**src/rtl/sharpen_pkg.sv**
```systemverilog
// Shared types and default geometry for the 3x3 sharpen window controller.
package sharpen_pkg;

    localparam int unsigned DEF_IMG_W = 256;
    localparam int unsigned DEF_IMG_H = 256;
    localparam int unsigned DEF_PIX_W = 8;
    localparam int unsigned DEF_KW    = 17;

    // Counter width able to hold 0..n-1, never narrower than one bit
    function automatic int unsigned cnt_w(input int unsigned n);
        return (n < 2) ? 1 : $clog2(n);
    endfunction

    localparam int unsigned DEF_COL_W = cnt_w(DEF_IMG_W);
    localparam int unsigned DEF_ROW_W = cnt_w(DEF_IMG_H);
    localparam int unsigned DEF_CNT_W = cnt_w(DEF_IMG_W * DEF_IMG_H);

    typedef enum logic [1:0] {
        ST_IDLE  = 2'd0,
        ST_FILL  = 2'd1,
        ST_RUN   = 2'd2,
        ST_DRAIN = 2'd3
    } state_e;

    // Attributes of the output pixel currently held in the window
    typedef struct packed {
        logic border;
        logic sof;
        logic eof;
    } out_tag_t;

endpackage

```
**src/rtl/sharpen_line_buf.sv**
```systemverilog
// One-line delay for the window: a pixel written on step t is read back on step t+DEPTH.
module sharpen_line_buf
    import sharpen_pkg::*;
#(
    parameter int unsigned DEPTH = DEF_IMG_W,
    parameter int unsigned WIDTH = DEF_PIX_W
) (
    input  logic             clk,
    input  logic             rst_n,
    input  logic             en,
    input  logic [WIDTH-1:0] din,
    output logic [WIDTH-1:0] dout_c
);

    localparam int unsigned AW = cnt_w(DEPTH);

    logic [WIDTH-1:0] mem [DEPTH];
    logic [AW-1:0]    ptr;

    // Read-before-write on the same slot gives exactly DEPTH steps of delay
    assign dout_c = mem[ptr];

    always_ff @(posedge clk or negedge rst_n) begin
        if (!rst_n) begin
            ptr <= '0;
        end else if (en) begin
            ptr <= (ptr == AW'(DEPTH - 1)) ? '0 : ptr + AW'(1);
        end
    end

    always_ff @(posedge clk) begin
        if (en) begin
            mem[ptr] <= din;
        end
    end

endmodule

```
**src/rtl/sharpen_window_ctrl.sv**
```systemverilog
// Raster-stream controller feeding a 3x3 window to an external sharpen kernel;
// border pixels bypass the kernel and the output frame keeps the input geometry.
module sharpen_window_ctrl
    import sharpen_pkg::*;
#(
    parameter int unsigned IMG_W = DEF_IMG_W,
    parameter int unsigned IMG_H = DEF_IMG_H,
    parameter int unsigned PIX_W = DEF_PIX_W,
    parameter int unsigned KW    = DEF_KW
) (
    input  logic             clk,
    input  logic             rst_n,
    input  logic             s_valid,
    output logic             s_ready,
    input  logic [PIX_W-1:0] s_data,
    input  logic             s_sof,
    output logic             m_valid,
    input  logic             m_ready,
    output logic [PIX_W-1:0] m_data,
    output logic             m_sof,
    output logic             m_eof,
    output logic [KW-1:0]    win_p0,
    output logic [KW-1:0]    win_p1,
    output logic [KW-1:0]    win_p2,
    output logic [KW-1:0]    win_p3,
    output logic [KW-1:0]    win_p4,
    output logic [KW-1:0]    win_p5,
    output logic [KW-1:0]    win_p6,
    output logic [KW-1:0]    win_p7,
    output logic [KW-1:0]    win_p8,
    input  logic [KW-1:0]    kern_result,
    output logic             busy,
    output logic             frame_err
);

    localparam int unsigned COL_W = cnt_w(IMG_W);
    localparam int unsigned ROW_W = cnt_w(IMG_H);
    localparam int unsigned CNT_W = cnt_w(IMG_W * IMG_H);
    localparam logic [CNT_W-1:0] LAST_IN  = CNT_W'(IMG_W * IMG_H - 1);
    localparam logic [CNT_W-1:0] FILL_END = CNT_W'(IMG_W);

    state_e           state, state_next;
    logic             adv_c, step_c, produce_c, cnt_clr_c;
    logic [PIX_W-1:0] step_pix_c;
    logic [CNT_W-1:0] in_cnt;
    logic [COL_W-1:0] out_col;
    logic [ROW_W-1:0] out_row;
    logic [PIX_W-1:0] win [9];
    logic [PIX_W-1:0] lb0_out_c, lb1_out_c;
    logic             pend_vld;
    out_tag_t         pend_tag, tag_c;
    logic             unused_kern_hi;

    assign adv_c          = !m_valid || m_ready;
    assign busy           = (state != ST_IDLE);
    assign unused_kern_hi = ^kern_result[KW-1:PIX_W];

    always_ff @(posedge clk or negedge rst_n) begin
        if (!rst_n) state <= ST_IDLE;
        else        state <= state_next;
    end

    // Next state plus step/produce strobes; DRAIN steps push zeros through the window
    always_comb begin
        state_next = state;
        s_ready    = 1'b0;
        step_c     = 1'b0;
        produce_c  = 1'b0;
        cnt_clr_c  = 1'b0;
        step_pix_c = s_data;
        case (state)
            ST_IDLE: begin
                s_ready = adv_c;
                if (s_valid && adv_c && s_sof) begin
                    step_c     = 1'b1;
                    state_next = ST_FILL;
                end
            end
            ST_FILL: begin
                s_ready = adv_c;
                if (s_valid && adv_c) begin
                    step_c = 1'b1;
                    if (in_cnt == FILL_END) state_next = ST_RUN;
                end
            end
            ST_RUN: begin
                s_ready = adv_c;
                if (s_valid && adv_c) begin
                    step_c    = 1'b1;
                    produce_c = 1'b1;
                    if (in_cnt == LAST_IN) begin
                        cnt_clr_c  = 1'b1;
                        state_next = ST_DRAIN;
                    end
                end
            end
            ST_DRAIN: begin
                step_pix_c = '0;
                if (adv_c) begin
                    step_c    = 1'b1;
                    produce_c = 1'b1;
                    if (in_cnt == FILL_END) begin
                        cnt_clr_c  = 1'b1;
                        state_next = ST_IDLE;
                    end
                end
            end
            default: state_next = ST_IDLE;
        endcase
    end

    always_comb begin
        tag_c        = '0;
        tag_c.sof    = (out_row == '0) && (out_col == '0);
        tag_c.eof    = (out_row == ROW_W'(IMG_H - 1)) && (out_col == COL_W'(IMG_W - 1));
        tag_c.border = (out_row == '0) || (out_row == ROW_W'(IMG_H - 1)) ||
                       (out_col == '0) || (out_col == COL_W'(IMG_W - 1));
    end

    sharpen_line_buf #(.DEPTH(IMG_W), .WIDTH(PIX_W)) u_lb0 (
        .clk    (clk),
        .rst_n  (rst_n),
        .en     (step_c),
        .din    (step_pix_c),
        .dout_c (lb0_out_c)
    );

    sharpen_line_buf #(.DEPTH(IMG_W), .WIDTH(PIX_W)) u_lb1 (
        .clk    (clk),
        .rst_n  (rst_n),
        .en     (step_c),
        .din    (lb0_out_c),
        .dout_c (lb1_out_c)
    );

    // Window shift, input/output position counters and the pending-result stage
    always_ff @(posedge clk or negedge rst_n) begin
        if (!rst_n) begin
            in_cnt   <= '0;
            out_col  <= '0;
            out_row  <= '0;
            pend_vld <= 1'b0;
            pend_tag <= '0;
            for (int i = 0; i < 9; i++) win[i] <= '0;
        end else begin
            if (step_c) begin
                in_cnt <= cnt_clr_c ? '0 : in_cnt + CNT_W'(1);
                for (int r = 0; r < 3; r++) begin
                    win[3*r]   <= win[3*r+1];
                    win[3*r+1] <= win[3*r+2];
                end
                win[2] <= lb1_out_c;
                win[5] <= lb0_out_c;
                win[8] <= step_pix_c;
            end
            if (produce_c) begin
                if (out_col == COL_W'(IMG_W - 1)) begin
                    out_col <= '0;
                    out_row <= (out_row == ROW_W'(IMG_H - 1)) ? '0 : out_row + ROW_W'(1);
                end else begin
                    out_col <= out_col + COL_W'(1);
                end
            end
            if (adv_c) begin
                pend_vld <= produce_c;
                pend_tag <= tag_c;
            end
        end
    end

    // Kernel result is read one clock after the window settles
    always_ff @(posedge clk or negedge rst_n) begin
        if (!rst_n) begin
            m_valid   <= 1'b0;
            m_data    <= '0;
            m_sof     <= 1'b0;
            m_eof     <= 1'b0;
            frame_err <= 1'b0;
        end else begin
            frame_err <= s_valid && s_ready && s_sof && ((state == ST_FILL) || (state == ST_RUN));
            if (adv_c) begin
                m_valid <= pend_vld;
                if (pend_vld) begin
                    m_data <= pend_tag.border ? win[4] : kern_result[PIX_W-1:0];
                    m_sof  <= pend_tag.sof;
                    m_eof  <= pend_tag.eof;
                end else begin
                    m_sof  <= 1'b0;
                    m_eof  <= 1'b0;
                end
            end
        end
    end

    assign win_p0 = KW'(win[0]);
    assign win_p1 = KW'(win[1]);
    assign win_p2 = KW'(win[2]);
    assign win_p3 = KW'(win[3]);
    assign win_p4 = KW'(win[4]);
    assign win_p5 = KW'(win[5]);
    assign win_p6 = KW'(win[6]);
    assign win_p7 = KW'(win[7]);
    assign win_p8 = KW'(win[8]);

endmodule
```
**config.mk**
```make
export PLATFORM = sky130hd
export DESIGN_NAME = sharpen_window_ctrl
export DESIGN_NICKNAME = d
export VERILOG_FILES = /design/src/rtl/sharpen_pkg.sv /design/src/rtl/sharpen_line_buf.sv /design/src/rtl/sharpen_window_ctrl.sv
export SDC_FILE = /design/constraint.sdc
export NUM_CORES = 2
export LEC_CHECK = 0
export CAP_MARGIN = 20
export CORE_AREA = 2 2 591 593
export CTS_CLUSTER_SIZE = 14
export DETAILED_ROUTE_END_ITERATION = 10
export DIE_AREA = 0 0 593 595
export PLACE_DENSITY = 0.71
export SYNTH_ARGS = -nofsm -noshare
export SYNTH_HDL_FRONTEND = slang
export SYNTH_SLANG_ARGS = --single-unit
export TNS_END_PERCENT = 50
```
**constraint.sdc**
```tcl
create_clock -name clk -period 13.4 [get_ports clk]
set_clock_uncertainty 0.2 [all_clocks]
set_input_delay 2.01 -clock clk [delete_from_list [all_inputs] [get_ports clk]]
set_output_delay 2.01 -clock clk [all_outputs]
set_load 0.005 [all_outputs]
```
; ---- Word level (Yosys, flattened, before mapping)
; Memory sizes are Yosys's and may differ from the RTL's. A register that Yosys moved wholly into a read port is not among the register bits.
; Cells that the tools add are included.
[totals]
out_inout_bits = 167
reg_bits = 130
elab_cells = 99
in_bits = 30
n_memories = 2
ram_bits = 4096
[mem_list]
columns = name, words, width, rd, rd_clocked_by_memory_dff, write_ports, line
row1 = u_lb0.mem, 256, 8, 1, 0, 1, sharpen_line_buf.sv:17  ; logic [WIDTH-1:0] mem [DEPTH];
row2 = u_lb1.mem, 256, 8, 1, 1, 1, sharpen_line_buf.sv:17
[classes]
n_addsub = 5
muxes = 30
eq_ne = 16
reduce_logical = 23
[op_table]
columns = op, count
row1 = 2-to-1 mux 8 bit, 6
row2 = "adder 8 x 1 -> 8 bit, second input constant", 4
row3 = "equality test 8 bit, second input constant", 4
row4 = "adder 16 x 1 -> 16 bit, second input constant", 1
row5 = "equality test 16 bit, second input constant", 1
row6 = "equality test 16 x 9 -> 1 bit, second input constant", 1
row7 = zero test 8 bit, 2
row8 = 2-to-1 mux 16 bit, 1
row9 = 2-to-1 mux 2 bit, 7
row10 = "inequality test 2 bit, second input constant", 7
row11 = 2-to-1 mux 1 bit, 12
row12 = case mux 2 bit (4 select lines), 1
row13 = logical AND 1 bit, 7
row14 = AND reduction 7 bit, 1
row15 = logical OR 1 bit, 5
row16 = "equality test 2 bit, second input constant", 2
row17 = case mux 1 bit (2 select lines), 2
row18 = AND reduction 2 bit, 2
row19 = case mux 1 bit (3 select lines), 1
row20 = OR reduction 3 bit, 1
row21 = "equality test 2 x 1 -> 1 bit, second input constant", 1
row22 = zero test 1 bit, 2
row23 = zero test 2 bit, 1
row24 = nonzero test 2 bit, 1
row25 = OR reduction 2 bit, 1

; ---- Depth between registers and ports, before layout
[depth]
word_depth = 8
mapped_depth = 12
mapped_depth_nobuf = 9

; ---- Cells and area by module
; From an unflattened synthesis, not the netlist that was laid out.
[unflattened]
hier_cells = 7801
hier_area_um2 = 163191.5
[by_module_without_submodules]
columns = module, seq_area_each_um2, n_inst, cells_per_inst, area_each_um2
row1 = sharpen_line_buf, 61699.2, 2, 3578, 78626.7
row2 = sharpen_window_ctrl, 3052.9, 1, 645, 5938.2

; ---- Worst setup path after synthesis
; Ideal clock, no wire load.
[synth_path]
kind = flip-flop to flip-flop
from = register u_lb0.ptr[0]
to = memory u_lb1.mem[0][0] in the netlist's numbering (data pin)
path_buffers = 3
required_ns = 11.100
path_slack_ns = -0.456
arrival_ns = 11.556
path_stages_with_launch = 11
setup_time_ns = 2.100
period_less_slack_ns = 13.856
cell_sequence = dfrtp_1 buf_4 buf_4 buf_4 nand2b_1 a211oi_1 a2111oi_0 nor3_1 nand3_1 a21oi_1 nor3_1
[synth_between]
elab_chain_cells = 1
[synth_lines]
columns = item, line
row1 = from (decl), sharpen_line_buf.sv:18  ; logic [AW-1:0] ptr;
row2 = from (signal assigned), sharpen_line_buf.sv:27  ; ptr <= (ptr == AW'(DEPTH - 1)) ? '0 : ptr + AW'(1);
row3 = memory (256 x 8 bit), --
row4 = via lb0_out_c[0], sharpen_window_ctrl.sv:49  ; logic [PIX_W-1:0] lb0_out_c, lb1_out_c;
row5 = to (decl), sharpen_line_buf.sv:17
; The timed path passes the listed nets, and every way through them passes these cells.

; ---- Final worst setup path
[layout_path]
from = register u_lb0.ptr[0]
to = memory u_lb1.mem[232][1] in the netlist's numbering (data pin)
; Same word-level chain as after synthesis.

==> results.sh <==
export IMPL_outcome="complete, no violations"
export IMPL_synthArstFlopShare=0.0326
export IMPL_maxCapViolations=0
export IMPL_crit_type="flop to flop"
export IMPL_die_area_um2=353000
export IMPL_post_route_min_period_ps=7450
export IMPL_clock_sinks=4234
export IMPL_cts_tree="yes"
export IMPL_crit_chain="buf_4 > buf_4 > buf_4 > mux4_2 > mux2i_1 > o22ai_1 > nor4_2 > nand3_1 > nor3_1 > nor3_4 > buf_4 > buf_12"
export IMPL_power_internal_mw=28.5
export IMPL_p_per_area_nw_per_um2=231
export IMPL_dp_cells=12700
export IMPL_cpPeakStageDelay_ps=770
export IMPL_die_h_um=595
export IMPL_fmax_ghz=0.134
export IMPL_globalRouteTotalUtil=0.218
export IMPL_met2_length_um=187000
export IMPL_reg2reg_to="u_lb1.mem[232][1]$_DFFE_PP_"
export IMPL_critPathLaunchType="flop"
export IMPL_via_per_inst=6.18
export IMPL_rr_worst_depth=12
export IMPL_slew_headroom=0.157
export IMPL_p_switching_mw=14.0
export IMPL_maxSlewViolCount=0
export IMPL_met1_length_um=152000
export IMPL_cp_required_ps=13550
export IMPL_ant_nets=0
export IMPL_vias=83200
export IMPL_top_layer_used="met5"
export IMPL_cts_made_buffers=397
export IMPL_post_route_period_util=0.556
export IMPL_hold_class="flop to flop"
export IMPL_dr_pass1_iters=6
export IMPL_fillers=26100
export IMPL_initial_core_util=0.477
export IMPL_htreeDepth=5
export IMPL_syn_area_um2=166000
export IMPL_grt_overflow=0
export IMPL_fin_nets=8587
export IMPL_gp_congestion=0.858
export IMPL_yosys_warnings=0
export IMPL_post_cts_resized=0
export IMPL_synth_cell_type_count=70
export IMPL_p_seq_frac=0.440
export IMPL_crit_path_end_kind="flop"
export IMPL_drive_gt1_frac=0.190
export IMPL_worst_pin_slew_ps=1260
export IMPL_synthFlopType="edfxtp_1"
export IMPL_synth_enable_flop_cells=4096
export IMPL_dr_wl_met3_um=39100
export IMPL_r2r_slack_ps=5950
export IMPL_clk_insertion_delay_late_ps=920
export IMPL_syn_to_final_growth_pct=11.0
export IMPL_cp_arrival_ps=7610
export IMPL_placement_io_buffers=106
export IMPL_pwr_share_clk=0.253
export IMPL_final_cell_mix="4,096 x edfxtp_1, 853 x mux4_2, 575 x nor2_1, 523 x mux2i_1, 403 x clkbuf_16"
export IMPL_drc_errors=0
export IMPL_pin_count=197
export IMPL_grt_pass1_wl_um=567000
export IMPL_finalSetupViolCount=0
export IMPL_cpMaxStageDelayCell="buf_4"
export IMPL_postCtsHoldBufs=0
export IMPL_timing_rr_start="u_lb0.ptr[0]$_DFFE_PN0N_"
export IMPL_final_core_util=0.530
export IMPL_drt_total_wl_um=392000
export IMPL_cts_clk_slew_worst_paths_ps=60
export IMPL_p_leak_nw=58.0
export IMPL_ir_drop_mv=0.622
export IMPL_fp_dieW_um=593
export IMPL_switching_share=0.330
export IMPL_synthCells=8364
export IMPL_dp_hpwl_um=234000
export IMPL_finalNonFillerCells=13500
export IMPL_antenna_found_initial=11
export IMPL_clk_path_buf_depth=4
export IMPL_critPathLaunch="u_lb0.ptr[0]$_DFFE_PN0N_"
export IMPL_critPathMaxFanout=177
export IMPL_initialDrtViolationCount=11100
export IMPL_endpoint="u_lb1.mem[232][1]$_DFFE_PP_"
export IMPL_grt_setup_unrepaired="false"
export IMPL_grt_pass1_vias=82300
export IMPL_std_cell_rows=217
export IMPL_place_area_um2=172000
export IMPL_syn_area_per_cell_um2=19.8
export IMPL_synth_seq_cells=4234
export IMPL_hold_viol_final=0
export IMPL_coreArea_um2=347000
export IMPL_cts_root_buf="clkbuf_16"
export IMPL_grt_max_degree=225
export IMPL_stdcell_area_um2=184000
export IMPL_synth_seq_area_share=0.763
export IMPL_final_common_cell="edfxtp_1"
export IMPL_wl_per_cell_um=29.2
export IMPL_p_comb_frac=0.308
export IMPL_critPathMostFrequentCell="buf_4"
export IMPL_post_cts_buffers=0
[sequential cells by signal, indices dropped and copies added, names as in the netlist, 8 cells and up]
register,count
u_lb0.mem,2048
u_lb1.mem,2048
in_cnt,16
m_data,8
out_col,8
out_row,8
u_lb0.ptr,8
u_lb1.ptr,8
win_p0,8
win_p1,8
win_p2,8
win_p3,8
win_p4,8
win_p5,8
win_p6,8
win_p7,8
win_p8,8
[power by group through the flow]
stage | Sequential (mW) | Clock [mW] | Combinational [mW]
finish | 18.7 | 10.7 | 13.1
global route | 18.7 | 11.4 | 13.9
CTS | 18.7 | 10.9 | 13.0
detailed placement | 19.0 | 0 | 13.0
global placement | 18.9 | 0 | 12.6
floorplan | 19.4 | 0 | 7.90
[area by class of cell]
cell class,instances,area [um2],share of cell area
clock inverter,202,1640,0.00889
tap,4599,5750,0.0313
antenna,4,10.0,0.0000544
clock buffer,509,10600,0.0577
timing repair buffer,274,2530,0.0138
inverter,27,103,0.000558
multi-input combinational,3605,36900,0.200
sequential,4234,126000,0.687
[Yosys cell counts, types with 13 or more instances]
cell | count | area (um2)
xnor2_1 | 13 | 114
mux4_2 | 853 | 19200
a2111oi_0 | 26 | 228
o21ai_0 | 79 | 395
a21oi_1 | 65 | 325
nand2b_1 | 14 | 87.6
inv_1 | 26 | 97.6
buf_4 | 146 | 1100
nor4_1 | 27 | 169
nand2_1 | 408 | 1530
clkbuf_1 | 240 | 901
mux2_2 | 46 | 518
nor2_1 | 581 | 2180
buf_1 | 30 | 113
a211oi_1 | 35 | 263
nor2b_1 | 59 | 369
buf_2 | 153 | 766
a32oi_1 | 14 | 123
dfrtp_1 | 138 | 3450
ha_1 | 18 | 225
nor3_1 | 40 | 200
mux2i_1 | 523 | 5240
nand4_1 | 17 | 106
nand3_1 | 167 | 836
o211ai_1 | 14 | 105
and3_1 | 18 | 113
a22o_1 | 32 | 280
o22ai_1 | 61 | 382
a22oi_1 | 216 | 1620
a31oi_1 | 39 | 244
edfxtp_1 | 4096 | 123000
a221oi_1 | 24 | 210
[cells by family after synthesis]
family / Yosys count / synth area share
AO/OA/AOI/OAI: 689 / 0.0297
XOR/XNOR: 18 / 0.000951
adder cells (fa/ha/maj): 18 / 0.00136
buffers and inverters: 605 / 0.0186
flip-flops: 4234 / 0.763
multiplexers: 1422 / 0.151
other: 1 / 0.0000226
AND/OR/NAND/NOR: 1377 / 0.0359
[per-layer routing]
layer / GRT usage / vias to the layer above
li1: - / 34300
met1: 0.309 / 43600
met2: 0.344 / 4546
met3: 0.0416 / 755
met4: 0.0737 / 8
met5: 0 / -
[worst max-delay path, delay by kind of cell (launching register included)]
| family | cells | cell delay, ps |
|---|---|---|
| buffers and inverters | 5 | 2700 |
| flip-flops | 1 | 550 |
| AO/OA/AOI/OAI | 1 | 160 |
| multiplexers | 2 | 850 |
| AND/OR/NAND/NOR | 4 | 1770 |
[worst min-delay path by stage]
stage                                 start                 endpoint  slack [ps]  depth (start not counted)
detailed placement    win_p0[3]$_DFFE_PN0N_    win_p0[3]$_DFFE_PN0N_         270                          2
global route          win_p0[1]$_DFFE_PN0N_    win_p0[1]$_DFFE_PN0N_         290                          2
floorplan           pend_tag[0]$_DFFE_PN0N_  pend_tag[0]$_DFFE_PN0N_         240                          2
finish                    m_sof$_DFFE_PN0N_        m_sof$_DFFE_PN0N_         280                          2
global placement      win_p6[7]$_DFFE_PN0N_    win_p6[7]$_DFFE_PN0N_         260                          2
CTS                   win_p0[3]$_DFFE_PN0N_    win_p0[3]$_DFFE_PN0N_         280                          2
[through the flow]
step | total power [mW] | setup slack (ps) | setup TNS, ps | hold WS (ps)
finish | 42.5 | 5950 | 0 | 278
global route | 43.9 | 5670 | 0 | 293
CTS | 42.6 | 6010 | 0 | 281
detailed placement | 32.0 | 6040 | 0 | 266
global placement | 31.5 | 6190 | 0 | 264
floorplan | 27.3 | -456 | -233620 | 240
Power figures use the tool's default switching activity.
